<file path="src/rtl/register_file_8x.sv">
// register_file_8x: eight DATA_W-bit registers with a one-hot write port,
// two registered read ports, a sticky error flag for illegal (multi-hot)
// write selects and a wrapping accepted-write counter.
//
// Ports:
//   clk        - single clock, all state changes on the rising edge
//   reset      - synchronous, active-high; clears all state
//   we_onehot  - one-hot write select from the upstream address decoder
//   wr_data    - data written to the selected register
//   rd_en      - read request for both read ports
//   rd_addr_a  - read index, port A
//   rd_addr_b  - read index, port B
//   rd_data_a  - registered read data, port A
//   rd_data_b  - registered read data, port B
//   rd_valid   - one-cycle pulse when rd_data_a/rd_data_b are freshly loaded
//   wr_err     - sticky flag, set by a write select with two or more bits set
//   wr_count   - number of accepted writes, wraps to zero
//
// Configuration:
//   REGFILE_BYPASS_EN - when defined, a read of the register accepted for
//                       write at the same edge returns the new wr_data
//                       (write-first); otherwise the old contents (read-first).
module register_file_8x #(
    parameter int unsigned DATA_W = 16,
    parameter int unsigned CNT_W  = 8
) (
    input  logic              clk,
    input  logic              reset,
    input  logic [7:0]        we_onehot,
    input  logic [DATA_W-1:0] wr_data,
    input  logic              rd_en,
    input  logic [2:0]        rd_addr_a,
    input  logic [2:0]        rd_addr_b,
    output logic [DATA_W-1:0] rd_data_a,
    output logic [DATA_W-1:0] rd_data_b,
    output logic              rd_valid,
    output logic              wr_err,
    output logic [CNT_W-1:0]  wr_count
);

    localparam int unsigned NUM_REGS = 8;

    logic [DATA_W-1:0] regs [NUM_REGS];

    logic              wr_none;
    logic              wr_multi;
    logic              wr_ok;
    logic [DATA_W-1:0] rd_next_a;
    logic [DATA_W-1:0] rd_next_b;

    // Classify the write select: x & (x-1) clears the lowest set bit, so a
    // nonzero result means more than one bit was set.
    always_comb begin
        wr_none  = (we_onehot == 8'h00);
        wr_multi = ((we_onehot & (we_onehot - 8'd1)) != 8'h00);
        wr_ok    = !wr_none && !wr_multi;
    end

    // Read-port next values; only an accepted write may be forwarded.
    always_comb begin
        rd_next_a = regs[rd_addr_a];
        rd_next_b = regs[rd_addr_b];
`ifdef REGFILE_BYPASS_EN
        if (wr_ok && we_onehot[rd_addr_a]) begin
            rd_next_a = wr_data;
        end
        if (wr_ok && we_onehot[rd_addr_b]) begin
            rd_next_b = wr_data;
        end
`endif
    end

    // Storage, status and read-port registers; reset wins over everything.
    always_ff @(posedge clk) begin
        if (reset) begin
            for (int i = 0; i < int'(NUM_REGS); i++) begin
                regs[i] <= '0;
            end
            rd_data_a <= '0;
            rd_data_b <= '0;
            rd_valid  <= 1'b0;
            wr_err    <= 1'b0;
            wr_count  <= '0;
        end else begin
            if (wr_ok) begin
                for (int i = 0; i < int'(NUM_REGS); i++) begin
                    if (we_onehot[i]) begin
                        regs[i] <= wr_data;
                    end
                end
                wr_count <= wr_count + CNT_W'(1);
            end
            if (wr_multi) begin
                wr_err <= 1'b1;
            end
            rd_valid <= rd_en;
            if (rd_en) begin
                rd_data_a <= rd_next_a;
                rd_data_b <= rd_next_b;
            end
        end
    end

endmodule

</file>
<file path="config.mk">
export PLATFORM = sky130hd
export DESIGN_NAME = register_file_8x
export DESIGN_NICKNAME = d
export VERILOG_FILES = /design/src/rtl/register_file_8x.sv
export SDC_FILE = /design/constraint.sdc
export NUM_CORES = 1
export LEC_CHECK = 0
export BUFFER_PORTS_ARGS = -buffer_cell sky130_fd_sc_hd__buf_2
export CORE_ASPECT_RATIO = 1.4
export CORE_MARGIN = 2
export CORE_UTILIZATION = 24
export CTS_CLUSTER_SIZE = 28
export DETAILED_ROUTE_END_ITERATION = 8
export GPL_TIMING_DRIVEN = 0
export PLACE_DENSITY = 0.44
export SYNTH_ARGS = -nofsm -noshare
export SYNTH_HDL_FRONTEND = slang
export SYNTH_SLANG_ARGS = --single-unit
</file>
<file path="constraint.sdc">
create_clock -name clk -period 5.4 [get_ports clk]
set_clock_uncertainty 0.2 [all_clocks]
set_input_delay 0.27 -clock clk [delete_from_list [all_inputs] [get_ports clk]]
set_output_delay 0.27 -clock clk [all_outputs]
set_load 0.02 [all_outputs]
</file>
Word-level counts from Yosys, hierarchy flattened
Memory sizes are Yosys's and may differ from the RTL's. A register that Yosys moved wholly into a read port is not among the register bits.
Index checks and enable logic that the tools add are counted.
- RAM bits: 128
- input bits: 33
- memories: 1
- register bits after elaboration: 10
- bitwise gates (word level): 9
- multiplexer cells: 42
- reduce and logical (&&, ||, !) cells: 5
- $add $sub $neg: 2
- memory list (name ; words ; width ; rd ports ; clocked after memory_dff ; wr ports ; RTL line ; source):
    regs ; 8 ; 16 ; 2 ; 2 ; 8 ; 43 ; logic [DATA_W-1:0] regs [NUM_REGS];
- operator list (kind ; number):
    $mux W16 ; 8
    $mux W1 ; 34
    $add A8 B1 Y8 const B ; 1
    $and A8 B8 Y8 ; 1
    $logic_not A8 Y1 ; 1
    $or A1 B1 Y1 ; 8
    $reduce_bool A8 Y1 ; 1
    $sub A8 B1 Y8 const B ; 1
    $logic_not A1 Y1 ; 2
    $logic_and A1 B1 Y1 ; 1

Depth between registers and ports, before layout
- depth in word-level cells: 9
- mapped depth: 7

Worst setup path after synthesis
No wires, ideal clock.
- kind: input to register
- start point: input we_onehot[2]
- end point: memory regs[4][0] (enable)
- required time: 4.825 ns
- path buffers: 1
- slack: 2.820 ns
- data arrival time: 2.005 ns
- stages: 6
- cell sequence: or4_4 a221oi_4 or2_2 buf_6 nand3_4 nand2b_1
- RTL lines (what ; RTL line ; source):
    start, declared ; 29 ; input logic [7:0] we_onehot,
    end, declared ; 43 ;

==> impl_results.md <==
* Syn Area/Cell at 14.1 um^2
* CTS H-tree lvls at 4
* CTS tree: built
* Ys Warns at 0
* Number of synthesized register bits at 170
* Syn Inst Count at 568
* Max-Cap Viols at 0
* Residual DRC count at 0
* CTS Root Cell: clkbuf_16
* Wire per inst at 21.9 um
* Fin crit share at 0.551
* Total power at 3.04 mW
* PostCTS Resize Cnt at 0
* Worst-path cell chain: buf_2, nor2_1, a21boi_0, or2_2, buf_1, nand3_4, nand2b_1
* Crit. End Element: flop
* Routed wire length at 24.4 mm
* GRT Overall Usage at 0.145
* Placed cell areas at 8910 um^2
* Top_reg_cell synth: edfxtp_1
* Post-CTS setup buffers at 0
* Cts hold-fix bufs at 0
* Leakage power at 3.35 nW
* Syn Std Cell Area at 8010 um^2
* Clk_lat worst skew at 0.44 ns
* # fillers at 3460
* PD cells at 322 nW/um^2
* Wire length on met3 at 934 um
* Post-DP HPWL at 16.4 mm
* Relative slew slack at 0.184
* Die Y at 220 um
* Ant diodes at 0
* Inserted Clock Buffers at 17
* Total placed cells including tap cells at 1082
* Initial Util at 0.243
* Layout cells sized above 1 at 0.277
* Status: complete, no violations
* Sequential-to-total area share from yosys stat at 0.585
* Largest net degree at the start of global routing at 17
* Syn_nets at 602
* Port Buffers at 69
* Detailed Route Iter0 Violations at 454
* Final setup viols at 0
* Die X at 158 um
* Drt via density at 4.57
* Commonest non-fill, non-tap cell in the layout: nor2_1
* Worst hold slack at 0.0526 ns
* Startpoint types: input pin
* CP Class: in2reg
* CP max FO at 16
* Asr flop ratio synth at 0
* Hold Crit Class: in2reg
* Required @ worst endpoint at 5.25 ns
* Std-Cell Rows at 79
* Die footprint at 34900 um^2
* Routability cong. at 0.755
* FMAX at 336 MHz
* Vias in the first global route at 5287
* Gr ovfl total at 0
* Top Layer Used: met5
* Final instance area at 9450 um^2
* Routed Antenna Nets at 0
* Vias post-DR at 5094
* First-pass GRT wire length at 34.9 mm
* Critical Path Max Stage Delay at 0.85 ns
* Met2 WL at 13.0 mm
* Setup TNS at 0 ns
* Clock Path Buffers at 2
* Data arrival, critical path at 2.83 ns
* P&R area growth vs syn at 18.0%
* Metal-1 WL at 9.93 mm
* FF/Latch Area at 4680 um^2
* Worst vdd ir at 0.173 mV
* Commonest cells after routing, fill and taps aside: 138 x nor2_1, 128 x edfxtp_1, 79 x buf_2, 64 x mux4_2, 42 x dfxtp_1
* Slowest CP cell: nand2b_1
* Clock slew at reported path FFs at 0.06 ns
* Number of flops mapped to enable cells by yosys at 128
* Tmin final at 2.98 ns
* RSZ-0062 raised after global routing: no
* Fin cells at 1114
* Crit path max-delay family: simple AND/OR/NAND/NOR gates
* Io pins at 75
* Final Hold Viols at 0
* Max-slew violations at 0
* Multi-input gate area at 3090 um^2
* Nets at 690
* Tightest Pin Transition at 1.22 ns
* Drt first pass iters at 5
* Crit path buf inv count at 2
* Antenna violations before repair at 2
* Synth cell types at 35
* Placeable core area at 33000 um^2
* Clk sinks at 170
report_power, final:
group | switching (mW) | internal [mW]
clock | 0.520 | 0.626
combinational | 0.215 | 0.150
sequential | 0.0379 | 1.49
final cells by class:
type	instances	area share
timing repair buffer	69	0.0366
clock inverter	14	0.0114
tap	445	0.0589
sequential	170	0.496
buffer	40	0.0180
inverter	16	0.00636
clock buffer	18	0.0454
multi-input combinational	342	0.327
registers in the layout (all words and copies together) (netlist names):
name       cells
regs         128
wr_err         1
rd_valid       1
rd_data_b     16
rd_data_a     16
wr_count       8
cell usage after synthesis (3+ instances only):
cell type  count  area share
nor2_1       138       0.065
edfxtp_1     128        0.48
mux4_2        64        0.18
dfxtp_1       42        0.11
a211oi_1      32       0.030
mux2i_1       32       0.040
clkbuf_1      26       0.012
nand2b_1      22       0.017
inv_1         16      0.0075
buf_2         10      0.0063
a21oi_1        5      0.0031
nand3_1        5      0.0031
nand3_4        4      0.0088
nor2b_1        4      0.0031
buf_1          3      0.0014
mux2_2         3      0.0042
nand2_1        3      0.0014
nor4_1         3      0.0023
o31ai_1        3      0.0028
or4_1          3      0.0028
kinds of logic (layout without fill, tap and decap cells):
kind of cell / count (synthesis) / after routing / synth area share
and+or+nand+nor: 192 / 192 / 0.112
DFF: 170 / 170 / 0.585
muxes: 99 / 99 / 0.224
buffers and inverters: 56 / 157 / 0.0288
AOI/OAI and AO/OA: 48 / 48 / 0.0458
adders and majority gates: 2 / 2 / 0.00281
xor gates and xnor gates: 1 / 1 / 0.00109
stage by stage:
stage                     setup slack (ns)  utilization
after global placement                1.93        0.270
after detailed placement              1.91        0.270
after CTS                             2.36        0.286
final                                 2.42        0.286
after floorplan                       2.82            -
after global routing                  2.18        0.286
tightest hold or removal path, stage by stage:
cell and delay, ns:
buf_2 0.14, nor2b_1 0.11, mux2_2 0.14
final timing paths:
path	to	slack [ns]	cells past startpoint	startpoint
setup / recovery	regs[3][6]	2.42	7	we_onehot[7]
hold reg to reg	rd_data_b[5]	0.28	2	rd_data_b[5]
hold / removal	wr_count[6]	0.05	3	reset
setup reg to reg	wr_count[6]	3.72	4	wr_count[0]
per-layer routing:
metal / vias up / track usage
li1: 2329 / -
met1: 2606 / 0.172
met2: 121 / 0.260
met3: 34 / 0.0264
met4: 4 / 0.0505
met5: - / 0
(Power assumes the default switching activity.)
